<file path="src/rtl/ai_sample_avg_if.sv">
// Bus between the AI-channel sample averager and its SPI controller / data-path neighbours.
// Optional range_err member exists only when AI_AVG_RANGE_CHK_EN is defined.
interface ai_sample_avg_if;
  // Handshake: rd_en is a 1-cycle request issued only while spi_busy=0; the controller
  // answers with a 1-cycle rd_dval carrying rd_data. avg_dval and smp_err are 1-cycle
  // strobes with no back-pressure; avg_data (and range_err) hold between strobes.
  logic        con_done;
  logic        spi_busy;
  logic        rd_dval;
  logic [15:0] rd_data;
  logic        rd_en;
  logic        avg_dval;
  logic [15:0] avg_data;
  logic        smp_err;
  logic [7:0]  ovr_cnt;
`ifdef AI_AVG_RANGE_CHK_EN
  logic        range_err;

  modport master (
    output con_done, spi_busy, rd_dval, rd_data,
    input  rd_en, avg_dval, avg_data, smp_err, ovr_cnt, range_err
  );
  modport slave (
    input  con_done, spi_busy, rd_dval, rd_data,
    output rd_en, avg_dval, avg_data, smp_err, ovr_cnt, range_err
  );
`else
  modport master (
    output con_done, spi_busy, rd_dval, rd_data,
    input  rd_en, avg_dval, avg_data, smp_err, ovr_cnt
  );
  modport slave (
    input  con_done, spi_busy, rd_dval, rd_data,
    output rd_en, avg_dval, avg_data, smp_err, ovr_cnt
  );
`endif
endinterface

</file>
<file path="src/rtl/ai_sample_avg.sv">
// Burst-averaging consumer of the ADS8689 AI channel: 2^AVG_SHIFT reads per period tick.
// Define AI_AVG_RANGE_CHK_EN to add LO_LIM/HI_LIM and the range_err flag.
module ai_sample_avg #(
  parameter int unsigned AVG_SHIFT   = 3,
  parameter logic [15:0] PERIOD_CNT  = 16'd10000,
  parameter logic [11:0] TIMEOUT_CNT = 12'd2000
`ifdef AI_AVG_RANGE_CHK_EN
  ,
  parameter logic [15:0] LO_LIM      = 16'h0400,
  parameter logic [15:0] HI_LIM      = 16'hFC00
`endif
) (
  input  logic         clk_sys,
  input  logic         rst_sys,
  ai_sample_avg_if.slave bus,
  output logic [2:0]   dbg_state
);

  localparam int ACC_W = 16 + AVG_SHIFT;
  localparam int CNT_W = AVG_SHIFT + 1;
  localparam logic [CNT_W-1:0] LAST_SMP = CNT_W'((1 << AVG_SHIFT) - 1);

  typedef enum logic [2:0] {
    IDLE      = 3'd0,
    WAIT_TICK = 3'd1,
    REQ       = 3'd2,
    WAIT_DATA = 3'd3,
    ACC       = 3'd4,
    OUT       = 3'd5
  } state_e;

  state_e             state_q, state_d;
  logic [15:0]        per_cnt_q, per_cnt_d;
  logic [11:0]        to_cnt_q, to_cnt_d;
  logic [CNT_W-1:0]   smp_cnt_q, smp_cnt_d;
  logic [ACC_W-1:0]   acc_q, acc_d;
  logic [15:0]        cap_q, cap_d;
  logic [15:0]        avg_data_q, avg_data_d;
  logic               avg_dval_q, avg_dval_d;
  logic [7:0]         ovr_cnt_q, ovr_cnt_d;
  logic               tick;
  logic               rd_en;
  logic               smp_err;
  logic [15:0]        avg_new;
`ifdef AI_AVG_RANGE_CHK_EN
  logic               range_err_q, range_err_d;
`endif

  assign avg_new = acc_q[ACC_W-1:AVG_SHIFT];

  always_comb begin
    per_cnt_d  = per_cnt_q;
    tick       = 1'b0;
    state_d    = state_q;
    to_cnt_d   = to_cnt_q;
    smp_cnt_d  = smp_cnt_q;
    acc_d      = acc_q;
    cap_d      = cap_q;
    avg_data_d = avg_data_q;
    avg_dval_d = 1'b0;
    ovr_cnt_d  = ovr_cnt_q;
    rd_en      = 1'b0;
    smp_err    = 1'b0;
`ifdef AI_AVG_RANGE_CHK_EN
    range_err_d = range_err_q;
`endif

    if (!bus.con_done) begin
      per_cnt_d = 16'd0;
    end else if (per_cnt_q == PERIOD_CNT - 16'd1) begin
      per_cnt_d = 16'd0;
      tick      = 1'b1;
    end else begin
      per_cnt_d = per_cnt_q + 16'd1;
    end

    // A tick that arrives while a burst is still running is counted and otherwise dropped.
    if (tick && (state_q != WAIT_TICK) && (state_q != IDLE) && (ovr_cnt_q != 8'hFF))
      ovr_cnt_d = ovr_cnt_q + 8'd1;

    if (!bus.con_done) begin
      state_d   = IDLE;
      acc_d     = '0;
      smp_cnt_d = '0;
    end else begin
      case (state_q)
        IDLE: state_d = WAIT_TICK;
        WAIT_TICK: begin
          if (tick) begin
            acc_d     = '0;
            smp_cnt_d = '0;
            state_d   = REQ;
          end
        end
        REQ: begin
          if (!bus.spi_busy) begin
            rd_en    = 1'b1;
            to_cnt_d = 12'd0;
            state_d  = WAIT_DATA;
          end
        end
        WAIT_DATA: begin
          // rd_dval takes priority over a timeout expiring in the same cycle.
          if (bus.rd_dval) begin
            cap_d   = bus.rd_data;
            state_d = ACC;
          end else if (to_cnt_q == TIMEOUT_CNT - 12'd1) begin
            smp_err = 1'b1;
            state_d = WAIT_TICK;
          end else begin
            to_cnt_d = to_cnt_q + 12'd1;
          end
        end
        ACC: begin
          acc_d     = acc_q + ACC_W'(cap_q);
          smp_cnt_d = smp_cnt_q + CNT_W'(1);
          state_d   = (smp_cnt_q == LAST_SMP) ? OUT : REQ;
        end
        OUT: begin
          avg_data_d = avg_new;
          avg_dval_d = 1'b1;
`ifdef AI_AVG_RANGE_CHK_EN
          range_err_d = (avg_new < LO_LIM) || (avg_new > HI_LIM);
`endif
          state_d    = WAIT_TICK;
        end
        default: state_d = IDLE;
      endcase
    end
  end

  always_ff @(posedge clk_sys or posedge rst_sys) begin
    if (rst_sys) begin
      state_q    <= IDLE;
      per_cnt_q  <= 16'd0;
      to_cnt_q   <= 12'd0;
      smp_cnt_q  <= '0;
      acc_q      <= '0;
      cap_q      <= 16'd0;
      avg_data_q <= 16'h0000;
      avg_dval_q <= 1'b0;
      ovr_cnt_q  <= 8'd0;
`ifdef AI_AVG_RANGE_CHK_EN
      range_err_q <= 1'b0;
`endif
    end else begin
      state_q    <= state_d;
      per_cnt_q  <= per_cnt_d;
      to_cnt_q   <= to_cnt_d;
      smp_cnt_q  <= smp_cnt_d;
      acc_q      <= acc_d;
      cap_q      <= cap_d;
      avg_data_q <= avg_data_d;
      avg_dval_q <= avg_dval_d;
      ovr_cnt_q  <= ovr_cnt_d;
`ifdef AI_AVG_RANGE_CHK_EN
      range_err_q <= range_err_d;
`endif
    end
  end

  assign bus.rd_en    = rd_en;
  assign bus.smp_err  = smp_err;
  assign bus.avg_dval = avg_dval_q;
  assign bus.avg_data = avg_data_q;
  assign bus.ovr_cnt  = ovr_cnt_q;
`ifdef AI_AVG_RANGE_CHK_EN
  assign bus.range_err = range_err_q;
`endif
  assign dbg_state    = state_q;

endmodule

</file>
<file path="src/flat_wrapper.sv">
// flat-port wrapper written by rule: the top's interface ports become plain ports
module ai_sample_avg_flat 
#(
  parameter int unsigned AVG_SHIFT   = 3,
  parameter logic [15:0] PERIOD_CNT  = 16'd10000,
  parameter logic [11:0] TIMEOUT_CNT = 12'd2000

)
  (clk_sys, rst_sys, dbg_state, bus_con_done, bus_spi_busy, bus_rd_dval, bus_rd_data, bus_rd_en, bus_avg_dval, bus_avg_data, bus_smp_err, bus_ovr_cnt);
  ai_sample_avg_if bus_i ();
  input  logic clk_sys;
  input  logic rst_sys;
  output logic [2:0] dbg_state;
  input wire logic [$bits(bus_i.con_done)-1:0] bus_con_done;
  input wire logic [$bits(bus_i.spi_busy)-1:0] bus_spi_busy;
  input wire logic [$bits(bus_i.rd_dval)-1:0] bus_rd_dval;
  input wire logic [$bits(bus_i.rd_data)-1:0] bus_rd_data;
  output wire logic [$bits(bus_i.rd_en)-1:0] bus_rd_en;
  output wire logic [$bits(bus_i.avg_dval)-1:0] bus_avg_dval;
  output wire logic [$bits(bus_i.avg_data)-1:0] bus_avg_data;
  output wire logic [$bits(bus_i.smp_err)-1:0] bus_smp_err;
  output wire logic [$bits(bus_i.ovr_cnt)-1:0] bus_ovr_cnt;
  assign bus_i.con_done = bus_con_done;
  assign bus_i.spi_busy = bus_spi_busy;
  assign bus_i.rd_dval = bus_rd_dval;
  assign bus_i.rd_data = bus_rd_data;
  assign bus_rd_en = bus_i.rd_en;
  assign bus_avg_dval = bus_i.avg_dval;
  assign bus_avg_data = bus_i.avg_data;
  assign bus_smp_err = bus_i.smp_err;
  assign bus_ovr_cnt = bus_i.ovr_cnt;
  ai_sample_avg #(.AVG_SHIFT(AVG_SHIFT), .PERIOD_CNT(PERIOD_CNT), .TIMEOUT_CNT(TIMEOUT_CNT)) u_core (.clk_sys(clk_sys), .rst_sys(rst_sys), .bus(bus_i), .dbg_state(dbg_state));
endmodule
</file>
<file path="config.mk">
export PLATFORM = sky130hd
export DESIGN_NAME = ai_sample_avg_flat
export DESIGN_NICKNAME = d
export VERILOG_FILES = /design/src/rtl/ai_sample_avg_if.sv /design/src/rtl/ai_sample_avg.sv /design/src/flat_wrapper.sv
export SDC_FILE = /design/constraint.sdc
export NUM_CORES = 1
export LEC_CHECK = 0
export BUFFER_PORTS_ARGS = -buffer_cell sky130_fd_sc_hd__buf_2
export CORE_MARGIN = 5
export CORE_UTILIZATION = 54
export CTS_BUF_LIST = sky130_fd_sc_hd__clkbuf_16
export DETAILED_ROUTE_END_ITERATION = 8
export PLACE_DENSITY = 0.71
export REMOVE_ABC_BUFFERS = 1
export SLEW_MARGIN = 30
export SYNTH_ARGS = -nofsm -noshare
export SYNTH_HDL_FRONTEND = slang
export SYNTH_SLANG_ARGS = --single-unit
</file>
<file path="constraint.sdc">
create_clock -name clk_sys -period 4.2 [get_ports clk_sys]
set_clock_uncertainty 0.1 [all_clocks]
set_input_delay 0.63 -clock clk_sys [delete_from_list [all_inputs] [get_ports clk_sys]]
set_output_delay 0.63 -clock clk_sys [all_outputs]
set_load 0.01 [all_outputs]
</file>
# Yosys cells after proc, flatten, opt, wreduce, memory -nomap -nowiden
# Cells that the tools add are included.
dict set report totals {
  ff_bits 95
  input_bits 21
  output_inout_bits 30
  elab_cells 73
}
dict set report op_classes {
  n_addsub 5
  eq_ne 17
  muxes 30
  reduce_logical 12
}
# operator n
set op_table {}
lappend op_table {{$mux 19} 2}
lappend op_table {{$pmux 19 s2} 1}
lappend op_table {{$mux 12} 3}
lappend op_table {{$mux 16} 2}
lappend op_table {{$pmux 12 s2} 1}
lappend op_table {{$add 19x16->19} 1}
lappend op_table {{$mux 3} 6}
lappend op_table {{$add 16x1->16 const B} 1}
lappend op_table {{$eq 16x14->1 const B} 1}
lappend op_table {{$pmux 3 s5} 1}
lappend op_table {{$add 12x1->12 const B} 1}
lappend op_table {{$eq 12x11->1 const B} 1}
lappend op_table {{$mux 1} 11}
lappend op_table {{$add 8x1->8 const B} 1}
lappend op_table {{$mux 4} 2}
lappend op_table {{$ne 8x8->1 const B} 1}
lappend op_table {{$pmux 4 s2} 1}
lappend op_table {{$eq 3x2->1 const B} 2}
lappend op_table {{$eq 3x3->1 const B} 2}
lappend op_table {{$ne 2x2->1 const B} 3}
lappend op_table {{$ne 3x1->1 const B} 2}
lappend op_table {{$reduce_and 3->1} 2}
lappend op_table {{$reduce_and 5->1} 1}
lappend op_table {{$add 4x1->4 const B} 1}
lappend op_table {{11 further kinds} 14}

# Longest topological paths before layout
# Gate-level depths: netlist (run 1).
dict set report logic_depth {
  depth_word 6
  ltp_mapped 9
  ltp_nobuf 9
}

# Worst setup path before layout (run 1)
# OpenSTA, ideal clock, no wires.
dict set report synth_path {
  kind {register -> register}
  from {register u_core.cap_q[0]}
  to {register u_core.acc_q[18]}
  setup_ns 0.068
  t_arrival_ns 2.159
  required_time_ns 4.032
  path_slack_ns 1.873
  stages_incl_launch_ff 10
  path_buffers 0
  synth_period_minus_slack_ns 2.327
  cell_sequence {dfrtp_1 ha_1 inv_1 fa_1 nand2b_1 a21oi_1 o2111ai_1 a21o_1 a2111oi_0 a311o_1}
}
dict set report synth_between {
  elab_chain_cells 3
}
# element line_no
set synth_rtl {}
lappend synth_rtl {{start, declared} ai_sample_avg.sv:37} ;# logic [15:0] cap_q, cap_d;
lappend synth_rtl {{start signal, assigned} ai_sample_avg.sv:152} ;# cap_q <= cap_d;
lappend synth_rtl {{$add 19x16->19} ai_sample_avg.sv:115} ;# acc_d = acc_q + ACC_W'(cap_q);
lappend synth_rtl {{$pmux 19 s2} ai_sample_avg.sv:86} ;# case (state_q)
lappend synth_rtl {{$mux 19} ai_sample_avg.sv:81} ;# if (!bus.con_done) begin
lappend synth_rtl {{end signal, assigned} ai_sample_avg.sv:138} ;# acc_q <= '0;
lappend synth_rtl {{end signal, assigned} ai_sample_avg.sv:151} ;# acc_q <= acc_d;
lappend synth_rtl {{end, declared} ai_sample_avg.sv:36} ;# logic [ACC_W-1:0] acc_q, acc_d;
# Every way passes these cells.
# A chain may end at the register's enable or synchronous reset.

# Worst setup path in the final report (run 1)
# Same ends and word-level chain as after synthesis.

==> impl.org, run 1 <==
** Logic synthesis
- Primary FF master, synth :: dfrtp_1
- Flop and latch count out of synthesis :: 95
- Largest area contributor in the synthesized netlist :: dfrtp_1
- Proportion of register bits with asynchronous set or reset after synthesis :: 1.00
- Netlist Area Pre-Place :: around 0.0049 mm2
- Post-synthesis average cell area :: around 9.8 um2
- In the post-synthesis netlist, the cell with the most instances is dfrtp_1.
- In the post-synthesis netlist, the biggest area contributors are dfrtp_1 49%, nand2_1 6.5%, ha_1 5.1%, xnor2_1 4.0%, nor2_1 2.8%.
- Top cells by count, synth :: 95 x dfrtp_1, 85 x nand2_1, 37 x nor2_1
- Mapped Cells :: 500
- The share of synthesized area in the top cell type comes to 0.487.
- Count of flip-flops with a built-in enable after synthesis :: 0
- In this run, distinct cell masters in the synthesized netlist total 52.
- Of the synthesized area, sequential elements account for 0.487.
- Total of warnings raised by yosys :: 0

** Finish
- Core Util, Final :: 0.627
- In the final layout, the share of cells above drive strength 1 is 0.149.
- Area of the multi-input gates :: 0.00237 mm2
- At the end of the flow, the number of nets in the layout was 589.
- Compared with the post-synthesis result, the final layout area differs by 12.8%.
- Area of all sequential standard cells :: ~0.0024 mm2
- For this run, the number of standard cells in the final layout without fillers is 660.
- Fill cells in the final layout number 740.
- Antenna cell count :: 0

** CTS
- Clock latency on the worst-skew pair, taken at its later pin, is ~0.34 ns.
- Number of hold buffers added after cts :: 0
- Counting every sink on the clock net gives 95.
- CTS max path bufs :: 2
- Post-CTS Repair Setup Buffers :: 0
- Clock-pin slew was measured on the worst setup and hold paths at about 0.07 ns.
- # resized after CTS :: 0
- Library cell used as clock root buffer :: clkbuf_16
- TritonCTS built the clock tree.
- CTS buffer count :: 9
- In this run the number of H-tree levels came out at 3.

** Critical path
- Traced cell by cell, the critical path runs through ha_1 > inv_1 > fa_1 > nand2b_1 > a21oi_1 > o2111ai_1 > a21o_1 > a2111oi_0 > a311o_1.
- Worst R2R Path Depth :: 9
- Startpoint Class :: flip-flop
- The setup path with the least slack is of type reg -> reg.
- Arrival time of data at the critical path endpoint :: around 2.9 ns
- R2R Setup Slk :: between 1 and 1.5 ns
- For this run, the slowest stage of the critical path takes between 0.4 and 0.5 ns.
- At the worst endpoint, the required time is about 4.4 ns.
- Worst setup EP type :: flip-flop
- Crit Reg-Reg Endpoint :: u_core.acc_q[18]
- Crit path max fanout :: 4
- Among all stages on the critical path, the largest delay is contributed by a2111oi_0.
- The startpoint identified for the worst register-to-register timing path is u_core.cap_q[0].

** Floorplan
- Measured along the x axis, the die boundary spans 105 um.
- Area inside the core boundary :: between 0.008 and 0.009 mm2
- The die covers ~0.011 mm2.
- Initial standard-cell utilization of the core :: 0.557
- Row count :: 34
- Die Ht :: approximately 110 um
- Total I/O pin count :: 51

** Detailed routing
- Via count :: around 3,800
- For this run, design rule violations remaining after detail routing come to 0.
- After detailed routing, the average wire length per cell comes to 14.8 um.
- Count of antenna-violating nets left after detailed routing :: 0
- The first TritonRoute pass finished after 4 iterations.
- Routed via count divided by cell count :: 5.80
- DRC marker count from the first detailed-route iteration :: approximately 160
- Wirelength, routed :: around 9800 um

** STA
- Final Max Slew Viols :: 0
- After layout, the minimum clock period comes to about 2.7 ns.
- Share of the cycle needed by the critical path after routing :: 0.651
- Final Hold Vio Count :: 0
- Final-report setup violation count :: 0
- Unrepaired setup endpoints after global routing :: no
- At the pin with the least slew margin, the transition time is approximately 0.75 ns.
- Tightest slew margin relative to the limit :: 0.497
- Max Fclk :: 366 MHz
- Adding up every negative setup slack in the final design gives 0 ns.

** Placed design
- Including well taps, the total number of placed cells is ~640.
- Detailed placement ended at an HPWL of approximately 7000 um.
- Port buffering added 50 buffers.
- Routability-driven placement finished with a final weighted congestion of 0.876.

** Min path
- Path type of the worst min-delay path :: in -> async

** Power
- Worst supply voltage drop on vdd :: 0.185 mV
- Clock network fraction of design power :: 0.430
- Power Dens Cells :: approximately 310 mW/mm2
- The share of total power dissipated in combinational logic is 0.031.
- Flop pwr share :: 0.540
- Internal power comes to roughly 1.3 mW.
- Sw frac :: 0.224
- Summed over all cells, the static leakage comes to between 2 and 3 nW.
- The analysis attributes to net switching a power of 384 uW.

** Global routing
- The number of antenna violations at the first check in global routing came to 0.
- The first global-routing pass estimated 17,200 um of wire.
- The via count of the first global-routing pass came to ~3,700.
- In the global route stage, overall resource usage came out at 0.187.
- Pin count of the biggest net entering global routing :: between 40 and 50
- After global routing the overflow that remains totals 0.

** Flow run
- The tool flagged a number of max-cap violations equal to 0.

** Run status
- The run finished with clean final reports.
[registers in the layout, summed over array words and instances, names as in the netlist]
name                 cells
u_core.acc_q            19
u_core.bus.avg_data     16
u_core.bus.avg_dval      1
u_core.bus.ovr_cnt       8
u_core.cap_q            16
u_core.dbg_state         3
u_core.per_cnt_q        16
u_core.smp_cnt_q         4
u_core.to_cnt_q         12
[placed cells by master (no fill, tap or decap), drive strengths merged, types with 6 or more instances in the layout]
cell type  netlist  final
nand4           14     14
or3              8      8
a21oi           21     21
nand3           15     15
nor2b            6      6
o21ai           30     30
nand2b           6      6
nand2           85     85
xor2            15     15
inv             17     17
clkbuf           9      9
nor2            37     37
ha              20     20
buf              9     54
nor3             8      8
dfrtp           95     95
xnor2           22     22
mux2            20     20
a21o            10     10
[layer usage]
layer | share of wire | vias to the layer above | global-route usage
met5 | 0 | - | 0
met4 | 0.016 | 0 | 0.0703
met3 | 0.034 | 13 | 0.0308
met2 | 0.46 | 77 | 0.290
met1 | 0.49 | 1896 | 0.265
li1 | - | 1843 | -
[worst max-delay path, delay by kind of cell, from the launching register on]
family | cells | cell delay (ns)
compound gates | 5 | 1.42
fa+ha+maj | 2 | 0.54
buf+inv | 1 | 0.06
flops | 1 | 0.36
simple gates | 1 | 0.19
[worst max path at each step]
stage                     cells past startpoint               end  slack (ns)            startpoint
after detailed placement                      9  u_core.acc_q[18]        1.56       u_core.cap_q[0]
final                                         9  u_core.acc_q[18]        1.47       u_core.cap_q[0]
after global routing                          9  u_core.acc_q[18]        1.35       u_core.cap_q[0]
after CTS                                     5       bus_smp_err        1.49    u_core.to_cnt_q[0]
after global placement                        5  u_core.acc_q[18]        1.61  u_core.per_cnt_q[12]
after floorplan                               1   u_core.acc_q[0]        0.99               rst_sys
[cell families (layout without fill, tap and decap cells)]
family          count (synthesis)  count (layout)  share of synthesized area
simple gates                  196             196                      0.188
compound gates                 96              96                      0.126
flops                          95              95                      0.487
xor+xnor                       37              37                     0.0664
buf+inv                        35              87                     0.0298
fa+ha+maj                      21              21                     0.0554
mux                            20              20                     0.0462
[stage by stage]
stage | hold slack, ns | worst slack, ns | instance area (um2) | power, mW
CTS | 0.321 | 1.49 | 5490 | 1.73
global placement | 0.352 | 1.61 | 5220 | 0.994
floorplan | 0.355 | 0.993 | 4800 | 0.970
finish | 0.294 | 1.47 | 5500 | 1.71
detailed placement | 0.357 | 1.56 | 5230 | 0.996
global route | 0.364 | 1.35 | 5500 | 1.78
[power by group through the flow]
stage | combinational (mW) | sequential (mW) | clock, mW
3_3_place_gp | 0.0521 | 0.942 | 0
2_1_floorplan | 0.0285 | 0.941 | 0
5_1_grt | 0.0611 | 0.925 | 0.792
6_report | 0.0523 | 0.925 | 0.736
4_1_cts | 0.0548 | 0.925 | 0.749
3_5_place_dp | 0.0545 | 0.942 | 0
[final cells by class]
type                    instances  area share
multi-input cells             370       0.432
inverters                      17      0.0118
repair buffers                 54      0.0510
flip-flops and latches         95       0.432
clock buffers                   9      0.0410
well taps                     108      0.0246
clock inverters                 7     0.00751
Note: power is estimated with default switching activity, not from simulation.
==> run 2, diff against run 1 <==
CORE_UTILIZATION = 53   (was 54)
PLACE_DENSITY = 0.73   (was 0.71)
clock period = 2.45 ns   (was 4.2 ns; I/O delays follow)
==> run 2 against run 1 <==
Net effect:
- critical path depth shrank 1
- die area grew 1.7%
- via count grew 1.3%
- core utilization shrank 0.14 points
- highest routed layer unchanged
==> impl.org, run 2 (same netlist as run 1, synthesis figures left out) <==
** STA
- The final critical delay including setup and external delays was 2.40 ns (was 2.73 ns).
- Final-report setup violation count :: 0 (unchanged)
- Max Fclk :: 417 MHz (was 366 MHz)
- Final Hold Vio Count :: 0 (unchanged)
- Final worst-path setup slack :: 0.0545 ns (was 1.47 ns)
- The sum of negative setup slack is 0 ns (unchanged).
- Tightest Pin Transition :: 0.677 ns (was 0.753 ns)
- Share of the cycle needed by the critical path after routing :: 0.978 (was 0.651)
- Hold Worst Slack :: 0.0120 ns (was 0.294 ns)
- The worst slew slack as a fraction of its limit was 0.548 (was 0.497).
- The count of final max-slew check failures is 0 (unchanged).
- Unrepaired setup endpoints after global routing :: yes (was no)

** Global routing
- GRT Resource Usage Total :: 0.196 (was 0.187)
- Pin count of the biggest net entering global routing :: 40 (was 47)
- GR met3 Demand/Resource :: 0.0407 (was 0.0308)
- Met2 track demand over resource :: 0.328 (was 0.290)
- The number of antenna violations at the first check in global routing was 0 (unchanged).
- The aggregate global routing overflow was 0 (unchanged).
- Busiest layer in global routing :: met2 (unchanged)
- The first-pass GRT wire length was 18,000 um (was 17,200 um).
- Vias in the first global route :: 3,829 (was 3,712)
- Met1 layer usage reported by global route :: 0.259 (was 0.265)

** CTS
- CTS buffer count :: 9 (unchanged)
- Clock Sink Count :: 95 (unchanged)
- The H-tree depth was 3 (unchanged).
- The clock root buffer was clkbuf_16 (unchanged).
- Clock-pin slew on the worst setup and hold paths :: 0.06 ns (was 0.07 ns)
- The buffer levels on the longest clock path came to 2 (unchanged).
- The clock network latency to the later pin of the worst-skew pair came to 0.34 ns (about the same).
- CTS tree :: yes (unchanged)

** Detailed routing
- The post-detailed-route wirelength per cell is 15.4 um (was 14.8 um).
- Wirelength, routed :: 10,500 um (was 9800 um)
- The number of design rule violations left after detail routing came to 0 (unchanged).
- The detail-routed via count per cell is 5.70 (was 5.80).
- The routed via count is 3,877 (was 3,829).
- The number of DRC markers in iteration 0 came to 195 (was 163).
- The number of detailed-route iterations in the first pass was 5 (was 4).
- Count of antenna-violating nets left after detailed routing :: 0 (unchanged)

** Floorplan
- The area of the core came to 0.00911 mm2 (was 0.00876 mm2).
- Total I/O pin count :: 51 (unchanged)
- Row count :: 35 (was 34)
- The die height was 106 um (was 105 um).
- The width of the die was 106 um (was 105 um).
- Initial standard-cell utilization of the core :: 0.535 (was 0.557)
- Area of the die :: 0.0112 mm2 (was 0.0110 mm2)

** Placed design
- The post-placement setup slack was -0.0539 ns (was 1.56 ns).
- Final GP Congestion :: 0.800 (was 0.876)
- Quantity of I/O buffers inserted on ports :: 50 (unchanged)
- The HPWL after detailed placement is 7590 um (was 7040 um).
- The placement-stage cell area came to 0.00535 mm2 (was 0.00523 mm2).
- Cell count after placement :: 662 (was 644)

** Power
- PnR Total Power :: 3.04 mW (was 1.71 mW)
- The ratio of total power to cell area is 533 mW/mm2 (was 312 mW/mm2).
- The leakage power total came to 2.91 nW (was 2.78 nW).
- Worst supply voltage drop on vdd :: 0.344 mV (was 0.185 mV)

** Finish
- The signed area change from the synthesized netlist to the final layout was 16.9% (was 12.8%).
- Register containing the most flip-flops in the final layout :: u_core.acc_q (unchanged)
- Final instance area :: 0.00570 mm2 (was 0.00550 mm2)
- Share of final-layout standard cells stronger than drive strength 1 :: 0.188 (was 0.149)
- The filler-free cell count of the finished design was 680 (was 660).
- The antenna diode instance count is 0 (unchanged).
- The leading cell type in the layout, fill and taps excluded is dfrtp_1 (unchanged).
- Highest-count cells in the layout ignoring fill and taps: 95 x dfrtp_1, 85 x nand2_1, 50 x buf_2 (unchanged).
- The layout net count is 606 (was 589).
- Number of flip-flops in the largest register :: 19 (unchanged)
- Core Util, Final :: 0.626 (was 0.627)

** Critical path
- The critical path startpoint category is a flip-flop (unchanged).
- Crit path max fanout :: 5 (was 4)
- Worst setup EP type :: flip-flop (unchanged)
- Data required time at the worst endpoint :: 2.57 ns (was 4.37 ns)
- The depth of the worst register-to-register path was 8 (was 9).
- Arrival time of data at the critical path endpoint :: 2.52 ns (was 2.90 ns)
- The category of the most critical setup path is reg -> reg (unchanged).

** Min path
- Path type of the worst min-delay path :: in -> async (unchanged)

** Flow run
- Maximum Capacitance Violations :: 0 (unchanged)

** Run status
- Result of the run :: completed (unchanged)
run 2: path summary, 6_finish.rpt:
check,startpoint,slack (ns),to
worst min register to register,u_core.bus.avg_data[5],0.37,u_core.bus.avg_data[5]
worst min-delay path,rst_sys,0.01,u_core.per_cnt_q[12]
worst max register to register,u_core.cap_q[3],0.05,u_core.acc_q[14]
worst max-delay path,u_core.cap_q[3],0.05,u_core.acc_q[14]
max in group asynchronous,rst_sys,1.62,u_core.bus.ovr_cnt[7]
min in group clk_sys,bus_rd_data[7],0.13,u_core.cap_q[7]
run 2: power by group:
group,internal [mW],switching [mW]
Clock,0.783,0.570
Combinational,0.0343,0.0666
Sequential,1.57,0.0111
Total,2.39,0.648
run 2: layout make-up:
class	instances	area, um2
Sequential cell	95	2380
Clock buffer	9	225
Clock inverter	7	63.8
Inverter	17	65.1
Timing Repair Buffer	71	420
Fill cell	773	3410
Tap cell	111	139
Multi-Input combinational cell	370	2410
run 2: critical path, stage by stage (launching register included):
cell,delay [ns]
dfrtp_1,0.39
ha_1,0.37
o211ai_1,0.31
a21oi_4,0.06
o2111ai_2,0.23
buf_4,0.15
a31oi_1,0.08
or3_1,0.34
a32o_1,0.26
run 2: per-layer routing:
layer	routed length, um	part of all wire
met5	0	0
met4	84	0.0080
met3	436	0.042
met2	5260	0.50
met1	4720	0.45
run 2: what timing repair did:
action                                  CTS  global route
buffers inserted                          0             2
hold buffers                              0             0
hold endpoints to repair                  0             0
endpoints found under the setup margin    2             5
resized for setup                         4             7
pin swaps                                 0             2
==> run 3, diff against run 2 <==
CORE_MARGIN = unset   (was 5)
==> run 3 against run 2 <==
Net effect:
- core utilization up 3.0 points
- worst setup slack worse by 0.024 ns
- the flow now finishes with violations (design-rule violations)
- worst hold slack better by 0.12 ns
- sequential share of layout area down 0.56 points
- critical path depth up 1
- cell area up 1.4%
- die area down 15%
- clock power up 9.6%
- power up 4.2%
- largest cell class unchanged
==> impl.org, run 3 (same netlist as run 1, synthesis figures left out) <==
** Run status
- Result of the run :: finished, violations left (was completed)
- The checks that failed: design-rule violations.

** Global routing
- The busiest metal layer after global routing was met2 (unchanged).
- Vias in the first global route :: 3,920 (was 3,829)
- The global-route usage over all layers came to 0.234 (was 0.196).
- The met3 layer usage reported by global route is 0.0387 (was 0.0407).
- The maximum number of pins on one net before global-route repair came to 35 (was 40).
- Wire length of the first global-routing pass :: 18,000 um (about the same)
- The number of antenna violations at the first check in global routing was 0 (unchanged).
- Overall overflow remaining after global route :: 0 (unchanged)
- Met2 track demand over resource :: 0.379 (was 0.328)
- The global routing met1 resource utilization came to 0.320 (was 0.259).

** Power
- Worst supply voltage drop on vdd :: 0.405 mV (was 0.344 mV)
- Total leakage power :: 2.92 nW (was 2.91 nW)
- PnR Total Power :: 3.17 mW (was 3.04 mW)
- Power Dens Cells :: 548 mW/mm2 (was 533 mW/mm2)

** Flow run
- Maximum Capacitance Violations :: 0 (unchanged)

** Floorplan
- Area inside the core boundary :: 0.00881 mm2 (was 0.00911 mm2)
- Total I/O pin count :: 51 (unchanged)
- Initial standard-cell utilization of the core :: 0.554 (was 0.535)
- Width of the die :: 97.9 um (was 106 um)
- The number of standard-cell rows in the floorplan came to 34 (was 35).
- The die height came to 97.9 um (was 106 um).
- Area of the die :: 0.00959 mm2 (was 0.0112 mm2)

** STA
- The final clock period utilization by the worst path came to 0.987 (was 0.978).
- The sum of negative setup slack is 0 ns (unchanged).
- Final Hold Vio Count :: 0 (unchanged)
- Final Max Slew Viols :: 0 (unchanged)
- Max Fclk :: 413 MHz (was 417 MHz)
- The final critical delay including setup and external delays was 2.42 ns (was 2.40 ns).
- Tightest slew margin relative to the limit :: 0.576 (was 0.548)
- Final-report setup violation count :: 0 (unchanged)
- The final worst slack came to 0.0310 ns (was 0.0545 ns).
- Tightest Pin Transition :: 0.634 ns (was 0.677 ns)

** Detailed routing
- The total routed wirelength was 10,400 um (was 10,500 um).
- Mean routed wirelength per cell :: 15.4 um (about the same)
- The number of design rule violations left after detail routing came to 6 (was 0).
- The number of detailed-route iterations in the first pass was 6 (was 5).
- DRC marker count from the first detailed-route iteration :: 143 (was 195)
- Via count :: 3,936 (was 3,877)
- The detail-routed via count per cell is 5.80 (was 5.70).
- Count of antenna-violating nets left after detailed routing :: 0 (unchanged)

** Critical path
- Worst setup EP type :: flip-flop (unchanged)
- Data required time at the worst endpoint :: 2.58 ns (was 2.57 ns)
- The peak per-stage delay on the critical path was 0.38 ns (was 0.39 ns).
- Worst Setup Path Type :: reg -> reg (unchanged)
- The worst-path cell with the longest stage delay is fa_1 (was dfrtp_1).
- Arrival time of data at the critical path endpoint :: 2.55 ns (was 2.52 ns)
- Ordered cell list for the critical path :: ha_2 > inv_1 > fa_1 > nand2b_4 > a21oi_4 > o2111ai_2 > a21o_1 > buf_4 > a311o_1 (was ha_1 > o211ai_1 > a21oi_4 > o2111ai_2 > buf_4 > a31oi_1 > or3_1 > a32o_1)
- The critical path startpoint category is a flip-flop (unchanged).
- The biggest fanout along the worst timing path was 3 (was 5).

** CTS
- The number of buffers created by CTS came to 9 (unchanged).
- The CTS tree was yes (unchanged).
- Clock-pin slew on the worst setup and hold paths :: 0.07 ns (was 0.06 ns)
- The H-tree depth came to 3 (unchanged).
- The clock root buffer is clkbuf_16 (unchanged).
- Clock Sink Count :: 95 (unchanged)
- CTS max path bufs :: 2 (unchanged)
- Clock latency on the worst-skew pair :: 0.34 ns (about the same)

** Finish
- The signed area change from the synthesized netlist to the final layout is 18.5% (was 16.9%).
- Highest-count cells in the layout ignoring fill and taps: 95 x dfrtp_1, 85 x nand2_1, 50 x buf_2 (unchanged).
- Share of final-layout standard cells stronger than drive strength 1 :: 0.193 (was 0.188)
- The leading cell type in the layout, fill and taps excluded was dfrtp_1 (unchanged).
- Antenna cell count :: 0 (unchanged)
- Total Nets Final :: 608 (was 606)
- Number of flip-flops in the largest register :: 19 (unchanged)
- The filler-free cell count of the finished design came to 679 (was 680).
- The register ranked first by flip-flop count is u_core.acc_q (unchanged).

** Placed design
- The HPWL after detailed placement came to 7240 um (was 7590 um).
- Quantity of I/O buffers inserted on ports :: 50 (unchanged)
- The number of cells after detailed placement was 659 (was 662).
- The routability-driven placement congestion ratio was 0.839 (was 0.800).
- Post-place setup slack :: -0.00901 ns (was -0.0539 ns)

** Min path
- The type of the most critical hold path is in -> reg (was in -> async).
## run 3: cell types whose count changed in the layout (fill, tap and decap cells not counted), sizes merged
cell / delta
buf: +1
bufinv: +1
dlygate4sd3: +1
inv: -1
## run 3: layout make-up
class	count	area, um2
fill	684	3030
clock buffer	9	225
tap	108	135
timing repair buffer	73	450
clock inverter	7	88.8
sequential	95	2380
multi-input combinational	370	2440
inverter	17	65.1
## run 3: power by group
group / internal, mW / switching (mW) / leakage [nW]
Sequential: 1.57 / 0.0115 / 1.32
Clock: 0.887 / 0.595 / 0.154
Combinational: 0.0352 / 0.0642 / 1.44
Total: 2.50 / 0.671 / 2.92
## run 3: final timing paths
| path | startpoint | end | slack, ns | depth (start not counted) |
|---|---|---|---|---|
| setup / recovery | u_core.cap_q[0] | u_core.acc_q[18] | 0.03 | 9 |
| max in group asynchronous | rst_sys | u_core.per_cnt_q[6] | 1.17 | 4 |
| min in group asynchronous | rst_sys | u_core.bus.avg_data[0] | 0.53 | 3 |
| setup reg to reg | u_core.cap_q[0] | u_core.acc_q[18] | 0.03 | 9 |
| hold reg to reg | u_core.bus.avg_data[9] | u_core.bus.avg_data[9] | 0.37 | 2 |
| hold / removal | bus_rd_data[9] | u_core.cap_q[9] | 0.13 | 2 |
## run 3: what timing repair did
action	4_1_cts	5_1_grt
endpoints found under the hold margin	30	0
endpoints found under the setup margin	2	5
hold buffers	1	0
pin swaps	0	3
buffers inserted	0	3
gates resized for setup	3	10
## run 3: worst max-delay path: cells and delay by family (launching register included)
kind	cells	cell delay, ns
fa+ha+maj	2	0.56
compound gates	4	0.91
flops	1	0.36
buf+inv	2	0.20
simple gates	1	0.17
## run 3: per-layer routing
metal / routed length [um] / vias up
li1: - / 1887
met1: 4950 / 1941
met4: 165 / 0
met3: 435 / 11
met5: 0 / -
met2: 4880 / 97
## run 3: metrics by stage
stage	instance area (um2)	hold slack, ns	util
after floorplan	4800	0.355	-
after global placement	5360	0.332	0.608
after detailed placement	5360	0.350	0.608
after CTS	5690	0.127	0.646
after global routing	5780	0.137	0.656
final	5780	0.132	0.656
